$ cat src/rtl/vram_arbiter_if.sv
// rtl/vram_arbiter_if.sv - bus bundle between the VDC and the VRAM arbiter
// DMA signals exist only when VRAM_ARB_DMA_EN is defined.
interface vram_arbiter_if #(
    parameter int ADDR_W = 16,
    parameter int DATA_W = 16
);
    logic [2:0]        char_cycle;
    logic              bg_active;
    logic [ADDR_W-1:0] bg_addr;
    logic              cpu_req;
    logic              cpu_we;
    logic [ADDR_W-1:0] cpu_addr;
    logic [DATA_W-1:0] cpu_wdata;
    logic              cpu_busy;
    logic              cpu_ovf;
    logic [DATA_W-1:0] cpu_rdata;
    logic              cpu_rvalid;
    logic [ADDR_W-1:0] vram_addr;
    logic              vram_re;
    logic              vram_we;
    logic [DATA_W-1:0] vram_wdata;
    logic [DATA_W-1:0] vram_rdata;
`ifdef VRAM_ARB_DMA_EN
    logic              dma_req;
    logic              dma_we;
    logic [ADDR_W-1:0] dma_addr;
    logic [DATA_W-1:0] dma_wdata;
    logic              dma_gnt;
    logic [DATA_W-1:0] dma_rdata;
    logic              dma_rvalid;
`endif

    modport slave (
`ifdef VRAM_ARB_DMA_EN
        input  dma_req, dma_we, dma_addr, dma_wdata,
        output dma_gnt, dma_rdata, dma_rvalid,
`endif
        input  char_cycle, bg_active, bg_addr,
        input  cpu_req, cpu_we, cpu_addr, cpu_wdata,
        output cpu_busy, cpu_ovf, cpu_rdata, cpu_rvalid,
        output vram_addr, vram_re, vram_we, vram_wdata,
        input  vram_rdata
    );

    modport master (
`ifdef VRAM_ARB_DMA_EN
        output dma_req, dma_we, dma_addr, dma_wdata,
        input  dma_gnt, dma_rdata, dma_rvalid,
`endif
        output char_cycle, bg_active, bg_addr,
        output cpu_req, cpu_we, cpu_addr, cpu_wdata,
        input  cpu_busy, cpu_ovf, cpu_rdata, cpu_rvalid,
        input  vram_addr, vram_re, vram_we, vram_wdata,
        output vram_rdata
    );
endinterface

$ cat src/rtl/vram_arbiter.sv
// rtl/vram_arbiter.sv - single-port VRAM slot arbiter (BG > CPU > DMA)
// Optional DMA requester is enabled with VRAM_ARB_DMA_EN.
module vram_arbiter #(
    parameter int          ADDR_W       = 16,
    parameter int          DATA_W       = 16,
    parameter logic [7:0]  BG_SLOT_MASK = 8'b1010_0010
) (
    input  logic          clock,
    input  logic          reset,
    vram_arbiter_if.slave bus
);

    logic              bg_slot;
    logic              cpu_gnt;
    logic              accept;

    logic              pend_q, pend_d;
    logic              pwe_q, pwe_d;
    logic [ADDR_W-1:0] paddr_q, paddr_d;
    logic [DATA_W-1:0] pwdata_q, pwdata_d;
    logic              ovf_q, ovf_d;
    logic              tag_cpu_q, tag_cpu_d;
    logic              rvalid_q, rvalid_d;
    logic [DATA_W-1:0] rdata_q, rdata_d;
`ifdef VRAM_ARB_DMA_EN
    logic              dma_gnt;
    logic              tag_dma_q, tag_dma_d;
    logic              dma_rvalid_q, dma_rvalid_d;
    logic [DATA_W-1:0] dma_rdata_q, dma_rdata_d;
`endif

    assign bg_slot = bus.bg_active && BG_SLOT_MASK[bus.char_cycle];
    assign cpu_gnt = pend_q && !bg_slot;
    // Acceptance looks only at the registered buffer, so a request arriving in G is dropped.
    assign accept  = bus.cpu_req && !pend_q;
`ifdef VRAM_ARB_DMA_EN
    // A CPU strobe arriving in a free cycle still outranks DMA; it is served next cycle.
    assign dma_gnt = bus.dma_req && !bg_slot && !pend_q && !bus.cpu_req;
`endif

    always_comb begin
        bus.vram_addr  = '0;
        bus.vram_re    = 1'b0;
        bus.vram_we    = 1'b0;
        bus.vram_wdata = '0;
        if (bg_slot) begin
            bus.vram_addr = bus.bg_addr;
            bus.vram_re   = 1'b1;
        end else if (cpu_gnt) begin
            bus.vram_addr  = paddr_q;
            bus.vram_re    = !pwe_q;
            bus.vram_we    = pwe_q;
            bus.vram_wdata = pwdata_q;
        end
`ifdef VRAM_ARB_DMA_EN
        else if (dma_gnt) begin
            bus.vram_addr  = bus.dma_addr;
            bus.vram_re    = !bus.dma_we;
            bus.vram_we    = bus.dma_we;
            bus.vram_wdata = bus.dma_wdata;
        end
`endif
    end

    always_comb begin
        pend_d   = pend_q;
        pwe_d    = pwe_q;
        paddr_d  = paddr_q;
        pwdata_d = pwdata_q;
        if (cpu_gnt) begin
            pend_d = 1'b0;
        end
        if (accept) begin
            pend_d   = 1'b1;
            pwe_d    = bus.cpu_we;
            paddr_d  = bus.cpu_addr;
            pwdata_d = bus.cpu_wdata;
        end
        ovf_d     = ovf_q || (bus.cpu_req && pend_q);
        tag_cpu_d = cpu_gnt && !pwe_q;
        rvalid_d  = tag_cpu_q;
        rdata_d   = tag_cpu_q ? bus.vram_rdata : rdata_q;
`ifdef VRAM_ARB_DMA_EN
        tag_dma_d    = dma_gnt && !bus.dma_we;
        dma_rvalid_d = tag_dma_q;
        dma_rdata_d  = tag_dma_q ? bus.vram_rdata : dma_rdata_q;
`endif
    end

    always_ff @(posedge clock or posedge reset) begin
        if (reset) begin
            pend_q       <= 1'b0;
            pwe_q        <= 1'b0;
            paddr_q      <= '0;
            pwdata_q     <= '0;
            ovf_q        <= 1'b0;
            tag_cpu_q    <= 1'b0;
            rvalid_q     <= 1'b0;
            rdata_q      <= '0;
`ifdef VRAM_ARB_DMA_EN
            tag_dma_q    <= 1'b0;
            dma_rvalid_q <= 1'b0;
            dma_rdata_q  <= '0;
`endif
        end else begin
            pend_q       <= pend_d;
            pwe_q        <= pwe_d;
            paddr_q      <= paddr_d;
            pwdata_q     <= pwdata_d;
            ovf_q        <= ovf_d;
            tag_cpu_q    <= tag_cpu_d;
            rvalid_q     <= rvalid_d;
            rdata_q      <= rdata_d;
`ifdef VRAM_ARB_DMA_EN
            tag_dma_q    <= tag_dma_d;
            dma_rvalid_q <= dma_rvalid_d;
            dma_rdata_q  <= dma_rdata_d;
`endif
        end
    end

    assign bus.cpu_busy   = pend_q;
    assign bus.cpu_ovf    = ovf_q;
    assign bus.cpu_rvalid = rvalid_q;
    assign bus.cpu_rdata  = rdata_q;
`ifdef VRAM_ARB_DMA_EN
    assign bus.dma_gnt    = dma_gnt;
    assign bus.dma_rvalid = dma_rvalid_q;
    assign bus.dma_rdata  = dma_rdata_q;
`endif

endmodule

$ cat src/flat_wrapper.sv
// flat-port wrapper written by rule: the top's interface ports become plain ports
module vram_arbiter_flat 
#(
    parameter int          ADDR_W       = 16,
    parameter int          DATA_W       = 16,
    parameter logic [7:0]  BG_SLOT_MASK = 8'b1010_0010
)
  (clock, reset, bus_char_cycle, bus_bg_active, bus_bg_addr, bus_cpu_req, bus_cpu_we, bus_cpu_addr, bus_cpu_wdata, bus_cpu_busy, bus_cpu_ovf, bus_cpu_rdata, bus_cpu_rvalid, bus_vram_addr, bus_vram_re, bus_vram_we, bus_vram_wdata, bus_vram_rdata);
  vram_arbiter_if #(.ADDR_W(ADDR_W), .DATA_W(DATA_W)) bus_i ();
  input  logic clock;
  input  logic reset;
  input wire logic [$bits(bus_i.char_cycle)-1:0] bus_char_cycle;
  input wire logic [$bits(bus_i.bg_active)-1:0] bus_bg_active;
  input wire logic [$bits(bus_i.bg_addr)-1:0] bus_bg_addr;
  input wire logic [$bits(bus_i.cpu_req)-1:0] bus_cpu_req;
  input wire logic [$bits(bus_i.cpu_we)-1:0] bus_cpu_we;
  input wire logic [$bits(bus_i.cpu_addr)-1:0] bus_cpu_addr;
  input wire logic [$bits(bus_i.cpu_wdata)-1:0] bus_cpu_wdata;
  output wire logic [$bits(bus_i.cpu_busy)-1:0] bus_cpu_busy;
  output wire logic [$bits(bus_i.cpu_ovf)-1:0] bus_cpu_ovf;
  output wire logic [$bits(bus_i.cpu_rdata)-1:0] bus_cpu_rdata;
  output wire logic [$bits(bus_i.cpu_rvalid)-1:0] bus_cpu_rvalid;
  output wire logic [$bits(bus_i.vram_addr)-1:0] bus_vram_addr;
  output wire logic [$bits(bus_i.vram_re)-1:0] bus_vram_re;
  output wire logic [$bits(bus_i.vram_we)-1:0] bus_vram_we;
  output wire logic [$bits(bus_i.vram_wdata)-1:0] bus_vram_wdata;
  input wire logic [$bits(bus_i.vram_rdata)-1:0] bus_vram_rdata;
  assign bus_i.char_cycle = bus_char_cycle;
  assign bus_i.bg_active = bus_bg_active;
  assign bus_i.bg_addr = bus_bg_addr;
  assign bus_i.cpu_req = bus_cpu_req;
  assign bus_i.cpu_we = bus_cpu_we;
  assign bus_i.cpu_addr = bus_cpu_addr;
  assign bus_i.cpu_wdata = bus_cpu_wdata;
  assign bus_cpu_busy = bus_i.cpu_busy;
  assign bus_cpu_ovf = bus_i.cpu_ovf;
  assign bus_cpu_rdata = bus_i.cpu_rdata;
  assign bus_cpu_rvalid = bus_i.cpu_rvalid;
  assign bus_vram_addr = bus_i.vram_addr;
  assign bus_vram_re = bus_i.vram_re;
  assign bus_vram_we = bus_i.vram_we;
  assign bus_vram_wdata = bus_i.vram_wdata;
  assign bus_i.vram_rdata = bus_vram_rdata;
  vram_arbiter #(.ADDR_W(ADDR_W), .DATA_W(DATA_W), .BG_SLOT_MASK(BG_SLOT_MASK)) u_core (.clock(clock), .reset(reset), .bus(bus_i));
endmodule
$ cat config.mk
export PLATFORM = sky130hd
export DESIGN_NAME = vram_arbiter_flat
export DESIGN_NICKNAME = d
export VERILOG_FILES = /design/src/rtl/vram_arbiter_if.sv /design/src/rtl/vram_arbiter.sv /design/src/flat_wrapper.sv
export SDC_FILE = /design/constraint.sdc
export NUM_CORES = 1
export LEC_CHECK = 0
export ABC_CLOCK_PERIOD_IN_PS = 4500
export BUFFER_PORTS_ARGS = -buffer_cell sky130_fd_sc_hd__buf_2
export CORE_MARGIN = 8
export CORE_UTILIZATION = 45
export CTS_CLUSTER_SIZE = 8
export DETAILED_ROUTE_END_ITERATION = 8
export MAX_ROUTING_LAYER = met4
export PLACE_DENSITY_LB_ADDON = 0.15
export SYNTH_ARGS = -nofsm -noshare
export SYNTH_HDL_FRONTEND = slang
export SYNTH_SLANG_ARGS = --single-unit
$ cat constraint.sdc
create_clock -name clock -period 4.5 [get_ports clock]
set_input_delay 0.9 -clock clock [delete_from_list [all_inputs] [get_ports clock]]
set_output_delay 0.9 -clock clock [all_outputs]
set_load 0.005 [all_outputs]
* After elaboration in Yosys (flattened, before gate mapping)
Memories as Yosys holds them, arrays and structs flattened. Cells that the tools add are included.
Operators by class: reduce and logical (&&, ||, !) cells 10, mux-type cells 11, $lt $le $gt $ge 1
Operator list (number):
- $mux 16 | 4
- $mux 1 | 7
- $logic_and 1x1->1 | 5
- $lt 3x4->1 const B | 1
- $logic_not 1->1 | 3
- $reduce_bool 2->1 | 1
- $logic_or 1x1->1 | 1
Word-level totals: memory bits (read-only) 8, input bits 72, memories 1, register bits after elaboration 53, word-level logic and storage cells 31
Memory list:
- (name not given) | depth 8, width 1, rd ports 1, clocked after memory_dff 0, write ports 0, line vram_arbiter.sv:32 | assign bg_slot = bus.bg_active && BG_SLOT_MASK[bus.char_cycle];

* Longest topological paths before layout
depth in word-level cells 7, depth in mapped cells 4, gate-level depth less buffers 3

* Least setup slack after synthesis
OpenSTA, ideal clock, no wires.
path type input to output, start input bus_char_cycle[1], end output bus_vram_addr[10], required time 3.600 ns, cell stages on the path 4, buffers on the path 1, setup slack 1.999 ns, arrival 1.601 ns, cells stage by stage inv_1 o211ai_4 buf_4 mux2i_1
On the way: word-level cells in the longest chain between the ends 7
Ends and longest elaborated chain:
- start, declared | line flat_wrapper.sv:12 | input wire logic [$bits(bus_i.char_cycle)-1:0] bus_char_cycle;
- $mem_v2 8x1 *
- $mux 1 (not written as such) * | line vram_arbiter.sv:32
- $logic_and 1x1->1 * | line vram_arbiter.sv:32
- $logic_not 1->1 | line vram_arbiter.sv:33 | assign cpu_gnt = pend_q && !bg_slot;
- $logic_and 1x1->1 | line vram_arbiter.sv:33
- $mux 16 | line vram_arbiter.sv:49 | end else if (cpu_gnt) begin
- $mux 16 * | line vram_arbiter.sv:46 | if (bg_slot) begin
- end, declared | line flat_wrapper.sv:23 | output wire logic [$bits(bus_i.vram_addr)-1:0] bus_vram_addr;
Every way passes the cells marked *; elsewhere a longest branch is shown, timed or not. The select of a mux whose other input is x is not followed.

* Worst setup path after layout
start input bus_char_cycle[2], end output bus_vram_addr[5]
The elaborated chain is that of the path after synthesis.

==> flow_metrics.env <==
export IMPL_drc_errors=0
export IMPL_globalplace_congestion=0.736
export IMPL_antenna_found_initial=0
export IMPL_cts_tree="built"
export IMPL_clk_pin_slew_ns=0.09
export IMPL_vias=1790
export IMPL_netlist_top_cell_by_area="dfrtp_1"
export IMPL_finalSetupTns_ns=0
export IMPL_yosysWarnings=0
export IMPL_p_seq_frac=0.452
export IMPL_period_needed_ns=3.22
export IMPL_antenna_left=0
export IMPL_p_switching_uw=521
export IMPL_grt_max_degree=54
export IMPL_status="finished clean"
export IMPL_ios=125
export IMPL_rows=27
export IMPL_drt_iter0_drc=53
export IMPL_drive_gt1_frac=0.600
export IMPL_hold_viol=0
export IMPL_netlist_area_sq_mm=0.00258
export IMPL_dr_pass1_iters=4
export IMPL_multi_input_area_sq_mm=0.00106
export IMPL_viasPerCell=4.69
export IMPL_cts_root_buf="clkbuf_8"
export IMPL_fp_dieW_um=91.8
export IMPL_first_global_vias=1925
export IMPL_grt_pass1_wl_mm=9.35
export IMPL_synth_edf_count=0
export IMPL_p_int_uw=1280
export IMPL_grt_overflow=0
export IMPL_ys_flop_type="dfrtp_1"
export IMPL_synth_fp_nets=262
export IMPL_initial_core_util=0.466
export IMPL_synthDistinctLibCells=18
export IMPL_synth_top_cell_area_share=0.514
export IMPL_crit_type="primary input to output pin"
export IMPL_drv_cap=0
export IMPL_cp_max_fo=36
export IMPL_clk_latency_ns=0.30
export IMPL_final_nets=381
export IMPL_core_area_sq_mm=0.00554
export IMPL_cts_buffer_depth=2
export IMPL_rsz0062_at_grt="false"
export IMPL_max_slew_margin=0.229
export IMPL_finalSetupViolCount=0
export IMPL_p_clk_frac=0.183
export IMPL_yosysMostFrequentCell="dfrtp_1"
export IMPL_ctsResizeCount=0
export IMPL_p_leak_uw=0.00188
export IMPL_utilization=0.595
export IMPL_cp_arrival_ns=2.32
export IMPL_hp_class="flip-flop to flip-flop"
export IMPL_die_y_um=91.8
export IMPL_dpl_hpwl_mm=4.38
export IMPL_cp_start_kind="primary input"
export IMPL_end_kind="output pin"
export IMPL_ir_drop_v=0.000252
export IMPL_portBuffers=124
export IMPL_synth_seq_cells=53
export IMPL_routed_wl_mm=5.79
export IMPL_comb_power_share=0.365
export IMPL_htreeDepth=2
export IMPL_async_flop_share=1.00
export IMPL_hold_buffers=0
export IMPL_worst_pin_slew_ns=1.16
export IMPL_syn_inst=190
export IMPL_power_switching_share=0.290
export IMPL_finalMaxSlewViolations=0
export IMPL_cp_required_ns=3.60
export IMPL_p_per_area_mw_per_mm2=545
export IMPL_clock_sinks=53
export IMPL_area_growth_pct=27.6
export IMPL_skew_ns=0.00321
export IMPL_post_drt_wl_per_cell_um=15.2
export IMPL_ys_seq_area_frac=0.514
export IMPL_cts_setup_buffers=0
export IMPL_regArea_sq_mm=0.00133
export IMPL_cts_inserted_buffers=5
export IMPL_finalCritPeriodShare=0.715
export IMPL_die_area_sq_mm=0.00842
export IMPL_final_fill_count=483
export IMPL_timing_fmax_mhz=311
export IMPL_postSynthAreaPerCell_sq_um=13.6
export IMPL_antenna_cells=0
export IMPL_synthTopCellsByArea="dfrtp_1, mux2_4, mux2_2"
export IMPL_grt_util_all_layers=0.141
export IMPL_synth_commonest_cells="dfrtp_1, mux2_4, inv_1, mux2_2, and3_1"
## layer usage
metal,wire length (um),track usage,vias to the layer above,share of wire
met5,0,-,-,0
met4,45,0.0403,0,0.0078
met3,419,0.0522,4,0.072
met2,2660,0.211,73,0.46
met1,2670,0.173,840,0.46
li1,-,-,873,-
## critical path, stage by stage
cell and delay [ns]:
buf_2 0.11, o211ai_4 0.86, mux2i_1 0.28, buf_2 0.14
## registers in the layout, indices dropped and copies added, names as in the netlist
name and cells:
u_core.bus.cpu_rdata 16, u_core.paddr_q 16, u_core.pwdata_q 16, u_core.bus.cpu_busy 1
u_core.bus.cpu_ovf 1, u_core.bus.cpu_rvalid 1, u_core.pwe_q 1, u_core.rvalid_d 1
## path summary, 6_finish.rpt
kind                       cells after the start           startpoint  slack (ns)             endpoint
max                                            4    bus_char_cycle[2]        1.28     bus_vram_addr[5]
min                                            1   u_core.bus.cpu_ovf        0.47   u_core.bus.cpu_ovf
max reg2reg                                    3  u_core.bus.cpu_busy        1.97  u_core.pwdata_q[10]
min reg2reg                                    1   u_core.bus.cpu_ovf        0.47   u_core.bus.cpu_ovf
max in group asynchronous                      2                reset        3.00    u_core.paddr_q[1]
min in group asynchronous                      2                reset        0.85   u_core.pwdata_q[1]
## power by group through the flow
stage / combinational (uW) / sequential (uW) / clock, uW
floorplan: 474 / 770 / 0
global placement: 665 / 816 / 0
detailed placement: 673 / 822 / 0
CTS: 674 / 815 / 343
global route: 726 / 848 / 364
finish: 655 / 813 / 329
## cells by family after synthesis
group / Yosys count / share of synthesized area
compound gates: 4 / 0.0150
mux: 65 / 0.319
flops: 53 / 0.514
buf+inv: 32 / 0.0761
simple gates: 36 / 0.0761
## area by class of cell
cell class              count  share of cell area
multi-input cells         105               0.322
inverters                  19              0.0216
clock inverters             2              0.0114
well taps                  72              0.0273
clock buffers               6              0.0251
repair buffers            125               0.191
flip-flops and latches     53               0.402
## layout by cell type (no fill, tap or decap)
cell type,instances
nor2b_4,1
clkinvlp_4,1
o21ai_0,1
nor3b_2,1
inv_2,1
buf_2,124
nand2_1,16
inv_1,18
and3_1,17
mux2_4,30
buf_4,1
a21o_1,1
a21oi_1,1
mux2i_1,16
nor2_1,1
dfrtp_1,53
bufinv_16,1
clkbuf_8,6
o211ai_4,1
mux2_2,19
## metrics by stage
step	hold WS [ns]	worst slack, ns	total power [uW]	instance area [sq um]	std cells
2_1_floorplan	0.349	2.00	1240	2580	190
3_3_place_gp	0.452	1.31	1480	3180	374
3_5_place_dp	0.448	1.26	1500	3180	374
4_1_cts	0.470	1.26	1830	3300	382
5_1_grt	0.497	1.16	1940	3300	382
6_report	0.470	1.28	1800	3300	382
(Power assumes the default switching activity.)
